$ cat src/rtl/mem_bus_arbiter.sv
// Shares the single-ported RAM/ROM array between the 6502 core (port 0) and the
// DMA/debug loader (port 1), inserting region wait states and write-protecting ROM.
module mem_bus_arbiter #(
    parameter logic [15:0] ROM_BASE   = 16'hF000,
    parameter int unsigned RAM_WAIT   = 0,
    parameter int unsigned ROM_WAIT   = 1,
    parameter int unsigned STARVE_MAX = 4
) (
    input  logic        ph1,
    input  logic        resetb,
    input  logic        req0,
    input  logic        req1,
    input  logic [15:0] addr0,
    input  logic [15:0] addr1,
    input  logic [7:0]  wdata0,
    input  logic [7:0]  wdata1,
    input  logic        we0,
    input  logic        we1,
    output logic        done0,
    output logic        done1,
    output logic [7:0]  rdata,
    output logic [1:0]  gnt,
    output logic        rom_wr_err,
    output logic        mem_en,
    output logic        mem_we,
    output logic        mem_rom_sel,
    output logic [15:0] mem_addr,
    output logic [7:0]  mem_wdata,
    input  logic [7:0]  mem_rdata
);

    typedef enum logic [1:0] {
        ST_IDLE   = 2'd0,
        ST_ACCESS = 2'd1,
        ST_WAIT   = 2'd2,
        ST_DONE   = 2'd3
    } state_e;

    localparam logic [2:0] RAM_W      = 3'(RAM_WAIT);
    localparam logic [2:0] ROM_W      = 3'(ROM_WAIT);
    localparam logic [3:0] STARVE_LIM = 4'(STARVE_MAX);

    state_e      state_q, state_d;
    logic [1:0]  gnt_q, gnt_d;
    logic [15:0] addr_q, addr_d;
    logic [7:0]  wdata_q, wdata_d;
    logic [7:0]  rdata_q, rdata_d;
    logic        we_q, we_d;
    logic        rom_q, rom_d;
    logic [2:0]  wait_q, wait_d;
    logic [3:0]  starve_q, starve_d;

    always_ff @(posedge ph1 or negedge resetb) begin
        if (!resetb) begin
            state_q  <= ST_IDLE;
            gnt_q    <= '0;
            addr_q   <= '0;
            wdata_q  <= '0;
            rdata_q  <= '0;
            we_q     <= 1'b0;
            rom_q    <= 1'b0;
            wait_q   <= '0;
            starve_q <= '0;
        end else begin
            state_q  <= state_d;
            gnt_q    <= gnt_d;
            addr_q   <= addr_d;
            wdata_q  <= wdata_d;
            rdata_q  <= rdata_d;
            we_q     <= we_d;
            rom_q    <= rom_d;
            wait_q   <= wait_d;
            starve_q <= starve_d;
        end
    end

    always_comb begin
        state_d  = state_q;
        gnt_d    = gnt_q;
        addr_d   = addr_q;
        wdata_d  = wdata_q;
        rdata_d  = rdata_q;
        we_d     = we_q;
        rom_d    = rom_q;
        wait_d   = wait_q;
        starve_d = starve_q;

        unique case (state_q)
            ST_IDLE: begin
                // The loader wins when the core is idle or has used up its starvation budget.
                if (req1 && (!req0 || starve_q == STARVE_LIM)) begin
                    gnt_d    = 2'b10;
                    addr_d   = addr1;
                    wdata_d  = wdata1;
                    we_d     = we1;
                    rom_d    = (addr1 >= ROM_BASE);
                    starve_d = '0;
                    state_d  = ST_ACCESS;
                end else if (req0) begin
                    gnt_d   = 2'b01;
                    addr_d  = addr0;
                    wdata_d = wdata0;
                    we_d    = we0;
                    rom_d   = (addr0 >= ROM_BASE);
                    if (req1 && starve_q < STARVE_LIM) begin
                        starve_d = starve_q + 4'd1;
                    end
                    state_d = ST_ACCESS;
                end
            end
            ST_ACCESS: begin
                wait_d  = rom_q ? ROM_W : RAM_W;
                state_d = (wait_d == 3'd0) ? ST_DONE : ST_WAIT;
            end
            ST_WAIT: begin
                wait_d = wait_q - 3'd1;
                if (wait_q == 3'd1) begin
                    state_d = ST_DONE;
                end
            end
            ST_DONE: begin
                if (!we_q) begin
                    rdata_d = mem_rdata;
                end
                gnt_d   = '0;
                state_d = ST_IDLE;
            end
            default: state_d = ST_IDLE;
        endcase
    end

    // Outputs decode straight from registered state so an async reset clears them at once.
    assign mem_en      = (state_q == ST_ACCESS) || (state_q == ST_WAIT);
    assign mem_we      = (state_q == ST_ACCESS) && we_q && !rom_q;
    assign mem_addr    = mem_en ? addr_q : 16'h0000;
    assign mem_rom_sel = mem_en && rom_q;
    assign mem_wdata   = mem_we ? wdata_q : 8'h00;
    assign gnt         = gnt_q;
    assign done0       = (state_q == ST_DONE) && gnt_q[0];
    assign done1       = (state_q == ST_DONE) && gnt_q[1];
    assign rom_wr_err  = (state_q == ST_DONE) && we_q && rom_q;
    assign rdata       = ((state_q == ST_DONE) && !we_q) ? mem_rdata : rdata_q;

endmodule

$ cat config.mk
export PLATFORM = sky130hd
export DESIGN_NAME = mem_bus_arbiter
export DESIGN_NICKNAME = d
export VERILOG_FILES = /design/src/rtl/mem_bus_arbiter.sv
export SDC_FILE = /design/constraint.sdc
export NUM_CORES = 1
export LEC_CHECK = 0
export ABC_AREA = 1
export BUFFER_PORTS_ARGS = -buffer_cell sky130_fd_sc_hd__buf_2
export CAP_MARGIN = 20
export CORE_AREA = 2 2 78 95
export CTS_BUF_LIST = sky130_fd_sc_hd__clkbuf_16
export DETAILED_ROUTE_END_ITERATION = 16
export DIE_AREA = 0 0 80 97
export PLACE_DENSITY = 0.73
export SLEW_MARGIN = 20
export SYNTH_ARGS = -nofsm -noshare
export SYNTH_HDL_FRONTEND = slang
export SYNTH_SLANG_ARGS = --single-unit
$ cat constraint.sdc
create_clock -name ph1 -period 1.7 [get_ports ph1]
set_clock_uncertainty 0.15 [all_clocks]
set_input_delay 0.34 -clock ph1 [delete_from_list [all_inputs] [get_ports ph1]]
set_output_delay 0.34 -clock ph1 [all_outputs]
set_load 0.05 [all_outputs]
==> impl_metrics.csv <==
group,metric,value,unit
final_layout,syn_to_final_growth,61.9,%
final_layout,fin_nets,554,
critical_path,r2r_end,"wait_q[0]",
global_route,overflow,0,
drt,drt-wirelength-per-cell,13.1,µm
cts,total_clock_buffers_created_by_cts,5,
critical_path,cp.arrival,1.67,ns
global_route,grt_pass1_vias,2489,
final_layout,proportion_of_layout_cells_with_a_drive_suffix_above_1,0.434,
sta,grt_setup_unrepaired,"yes",
power,power.density_cell_area,2270,nW/µm²
run_status,violations,"setup timing",
cts,tritoncts_num_sinks,45,
die,chipHeight,97,µm
die,die_w,80,µm
sta,post-route-worst-setup-slack,-0.462,ns
sta,setup_viol,39,
drt,via_to_cell_ratio,4.67,
synth,postSynth.asyncResetShare,1.00,
critical_path,path_class,"flip-flop to primary output",
die,row_count,33,
drt,routed_length_on_met3,393,µm
drt,highest-signal-layer,"met4",
power,post-layout-total-power,9.82,mW
cts,cts.root.buffer_cell,"sky130_fd_sc_hd__clkbuf_16",
synth,synth_mux_area_frac,0.0337,
placement,dp_hpwl,5170,µm
critical_path,critical_path_cell_count,8,
critical_path,startpoint_type,"flip-flop",
drt,final_antenna_net_count,0,
critical_path,slowest_stage,"sky130_fd_sc_hd__dfrtp_1",
synth,synth_cell_types,23,
drt,drt_met1_wl,2920,µm
min_path,hp-start,"mem_rdata[2]",
placement,io_buffers,101,
synth,synth_enable_flop_cells,0,
critical_path,cp_cell_sequence,"inv_2 -> ha_4 -> nand2_4 -> nor2_4 -> clkinvlp_4 -> buf_12 -> nor2_4 -> buf_6",
drt,routed_vias,2664,
synth,synth_compound_gate_area_share,0.0299,
synth,synthesis.instances,356,
synth,synth_area_per_cell,7.51,µm²
final_layout,antenna_cells,0,
drt,met2RoutedLength,4060,µm
cts,htreeDepth,2,
critical_path,critical_path_buf_inv_count,4,
synth,synth_nets,427,
synth,combinational_family_with_the_most_area_after_synthesis,"simple AND/OR/NAND/NOR gates",
placement,place_congestion,0.755,
sta,finalCritPeriodShare,1.27,
power,ir_worst_vdd,1470,µV
global_route,antenna_found_initial,0,
drt,drt-total-wl,7460,µm
placement,dpl.cell_count,553,
cts,tritoncts,"yes",
die,die_area,7760,µm²
global_route,track_usage,0.190,
min_path,min-delay-path-class,"input pin to flip-flop",
critical_path,worstPathMaxFanout,8,
critical_path,timing.critical_path.slowest_cell_delay,0.42,ns
final_layout,multi_input_comb_area,1470,µm²
sta,finalCriticalPeriod,2.16,ns
min_path,hold_path_depth,2,
critical_path,setup.reg_to_reg.worst_slack,-0.05,ns
sta,fin_setup_tns,-13.92,ns
synth,synth_area_leaders,"sky130_fd_sc_hd__dfrtp_1 (42%), sky130_fd_sc_hd__nand2_1 (17%), sky130_fd_sc_hd__inv_1 (9.5%)",
die,core,6770,µm²
synth,synth_xor_xnor_area_share,0.00655,
run,cap_viol_max_count,0,
synth,synth_seq_cells,45,
drt,iteration_0_drc_count_of_the_detailed_router,104,
sta,report.final.slew_viol_count,0,
drt,remaining_drc_errors,0,
sta,maxSlewHeadroom,0.803,
synth,netlist.top_cell.by_area,"sky130_fd_sc_hd__dfrtp_1",
critical_path,worst_setup_path_end_kind,"primary output",
power,leakage,2.31,nW
synth,synth_flop_type,"sky130_fd_sc_hd__dfrtp_1",
synth,yosys_warnings,0,
synth,syn_area,2670,µm²
sta,finalHoldViolCount,0,
die,i_o_pins,102,
cts,worst_setup_hold_path_clk_slew,0.06,ns
drt,dr.pass1.iters,4,
synth,synthAdderAreaFrac,0.0421,
critical_path,required,1.21,ns
min_path,whs_endpoint,"rdata_q[2]",
synth,synth-simple-area-share,0.328,
synth,yosysTopAreaCellShare,0.421,
die,initial_core_util,0.395,
cts,longest_clk_path_bufs,2,
critical_path,worstReg2RegStart,"state_q[0]",
global_route,grt_first_pass_wirelength,11600,µm
critical_path,r2r.worst_path.cells,8,
critical_path,critPathMostFrequentCell,"sky130_fd_sc_hd__nor2_4",
sta,fmax,0.463,GHz
final_layout,final.fill_count,564,
critical_path,critical_path.top_delay_family,"buffers and inverters",
final_layout,seqCellArea,1130,µm²
final_layout,final_cell_count_no_fill,571,
global_route,pin_count_of_the_biggest_net_entering_global_routing,46,
cts,insertion_delay,0.28,ns
synth,seq_area_frac_synth,0.421,
sta,transition_time_at_the_pin_with_the_least_slew_margin,0.296,ns
run_status,outcome,"finished with violations",
[area by class of cell]
| class | instances | share of cell area |
|---|---|---|
| Multi-Input combinational cell | 228 | 0.339 |
| Timing Repair Buffer | 134 | 0.268 |
| Sequential cell | 45 | 0.260 |
| Inverter | 69 | 0.0755 |
| Clock buffer | 5 | 0.0289 |
| Tap cell | 87 | 0.0252 |
| Clock inverter | 3 | 0.00318 |
[Yosys cell counts, types with 3 or more instances]
cell type                  instances
sky130_fd_sc_hd__buf_2             6
sky130_fd_sc_hd__nand2_1         124
sky130_fd_sc_hd__o21ai_0           6
sky130_fd_sc_hd__buf_6             4
sky130_fd_sc_hd__ha_1              9
sky130_fd_sc_hd__buf_4             3
sky130_fd_sc_hd__inv_1            68
sky130_fd_sc_hd__nand4_1           3
sky130_fd_sc_hd__nand3_1          30
sky130_fd_sc_hd__nand3b_1         23
sky130_fd_sc_hd__mux2_2            8
sky130_fd_sc_hd__nor2_1           14
sky130_fd_sc_hd__dfrtp_1          45
[worst max path at each step]
stage | start | end | slack [ns]
after CTS | state_q[1] | mem_wdata[2] | -0.44
after global placement | state_q[0] | rdata[3] | -0.22
after floorplan | state_q[1] | mem_wdata[0] | -0.60
after global routing | state_q[1] | mem_wdata[1] | -0.52
final | state_q[1] | mem_wdata[7] | -0.46
after detailed placement | state_q[0] | rdata[0] | -0.25
[per-layer routing]
metal / global-route usage / vias up
li1: - / 1332
met1: 0.230 / 1245
met2: 0.335 / 79
met3: 0.0382 / 8
met4: 0.0574 / 0
met5: 0 / -
[report_power, final]
group          leakage, nW  internal (mW)  switching (mW)
logic                 1.68           2.89            4.04
clock network       0.0748          0.534           0.386
registers            0.556           1.58           0.397
total                 2.31           5.01            4.82
[worst register-to-register path, delay by kind of cell, from the launching register on]
kind                       cells  cell delay (ns)
DFF                            1             0.46
AOI/OAI and AO/OA              2             0.19
buffers and inverters          4             0.53
and+or+nand+nor                1             0.07
adders and majority gates      1             0.24
[repair_timing]
action / 4_1_cts / 5_1_grt
pin swaps: 4 / 0
hold buffers: 1 / 0
buffers inserted: 4 / 4
resized for setup: 73 / 75
hold endpoints to repair: 45 / 0
gates cloned: 0 / 1
endpoints found under the setup margin: 39 / 39
[state kept, by name, summed over array words and instances, names as in the netlist]
signal and cells:
wdata_q 8, starve_q 4, wait_q 3, state_q 2, gnt 2, we_q 1
rdata_q 8, rom_q 1, addr_q 16
[stage by stage]
stage / hold WS [ns] / setup WS, ns / utilization / area (µm²)
6_report: 0.165 / -0.462 / 0.639 / 4330
5_1_grt: 0.163 / -0.516 / 0.639 / 4330
4_1_cts: 0.154 / -0.438 / 0.592 / 4010
3_5_place_dp: 0.190 / -0.251 / 0.530 / 3590
3_3_place_gp: 0.188 / -0.221 / 0.530 / 3590
2_1_floorplan: -0.106 / -0.595 / - / 2860
[logic make-up after synthesis]
| logic type | Yosys count |
|---|---|
| adder cells (fa/ha/maj) | 9 |
| AO/OA/AOI/OAI | 12 |
| buffers and inverters | 83 |
| XOR/XNOR | 2 |
| AND/OR/NAND/NOR | 197 |
| multiplexers | 8 |
| flip-flops | 45 |
[layout by cell type, fill, tap and decap left out, types with 2 or more instances in the layout]
master / n
sky130_fd_sc_hd__nand2_1: 105
sky130_fd_sc_hd__buf_2: 63
sky130_fd_sc_hd__inv_1: 47
sky130_fd_sc_hd__dfrtp_1: 44
sky130_fd_sc_hd__nand3_1: 30
sky130_fd_sc_hd__buf_4: 26
sky130_fd_sc_hd__nand3b_1: 23
sky130_fd_sc_hd__buf_8: 23
sky130_fd_sc_hd__clkinvlp_4: 18
sky130_fd_sc_hd__nand2_4: 16
sky130_fd_sc_hd__buf_6: 15
sky130_fd_sc_hd__nor2_4: 9
sky130_fd_sc_hd__mux2_4: 8
sky130_fd_sc_hd__clkbuf_16: 6
sky130_fd_sc_hd__inv_2: 5
sky130_fd_sc_hd__nor2_1: 5
sky130_fd_sc_hd__ha_1: 5
sky130_fd_sc_hd__buf_12: 5
sky130_fd_sc_hd__nand2_2: 4
sky130_fd_sc_hd__o21ai_0: 4
sky130_fd_sc_hd__nand4_1: 3
sky130_fd_sc_hd__ha_4: 3
sky130_fd_sc_hd__o21ai_1: 2
sky130_fd_sc_hd__o22ai_1: 2
sky130_fd_sc_hd__xor2_1: 2
sky130_fd_sc_hd__clkinv_2: 2
Power figures use the tool's default switching activity.
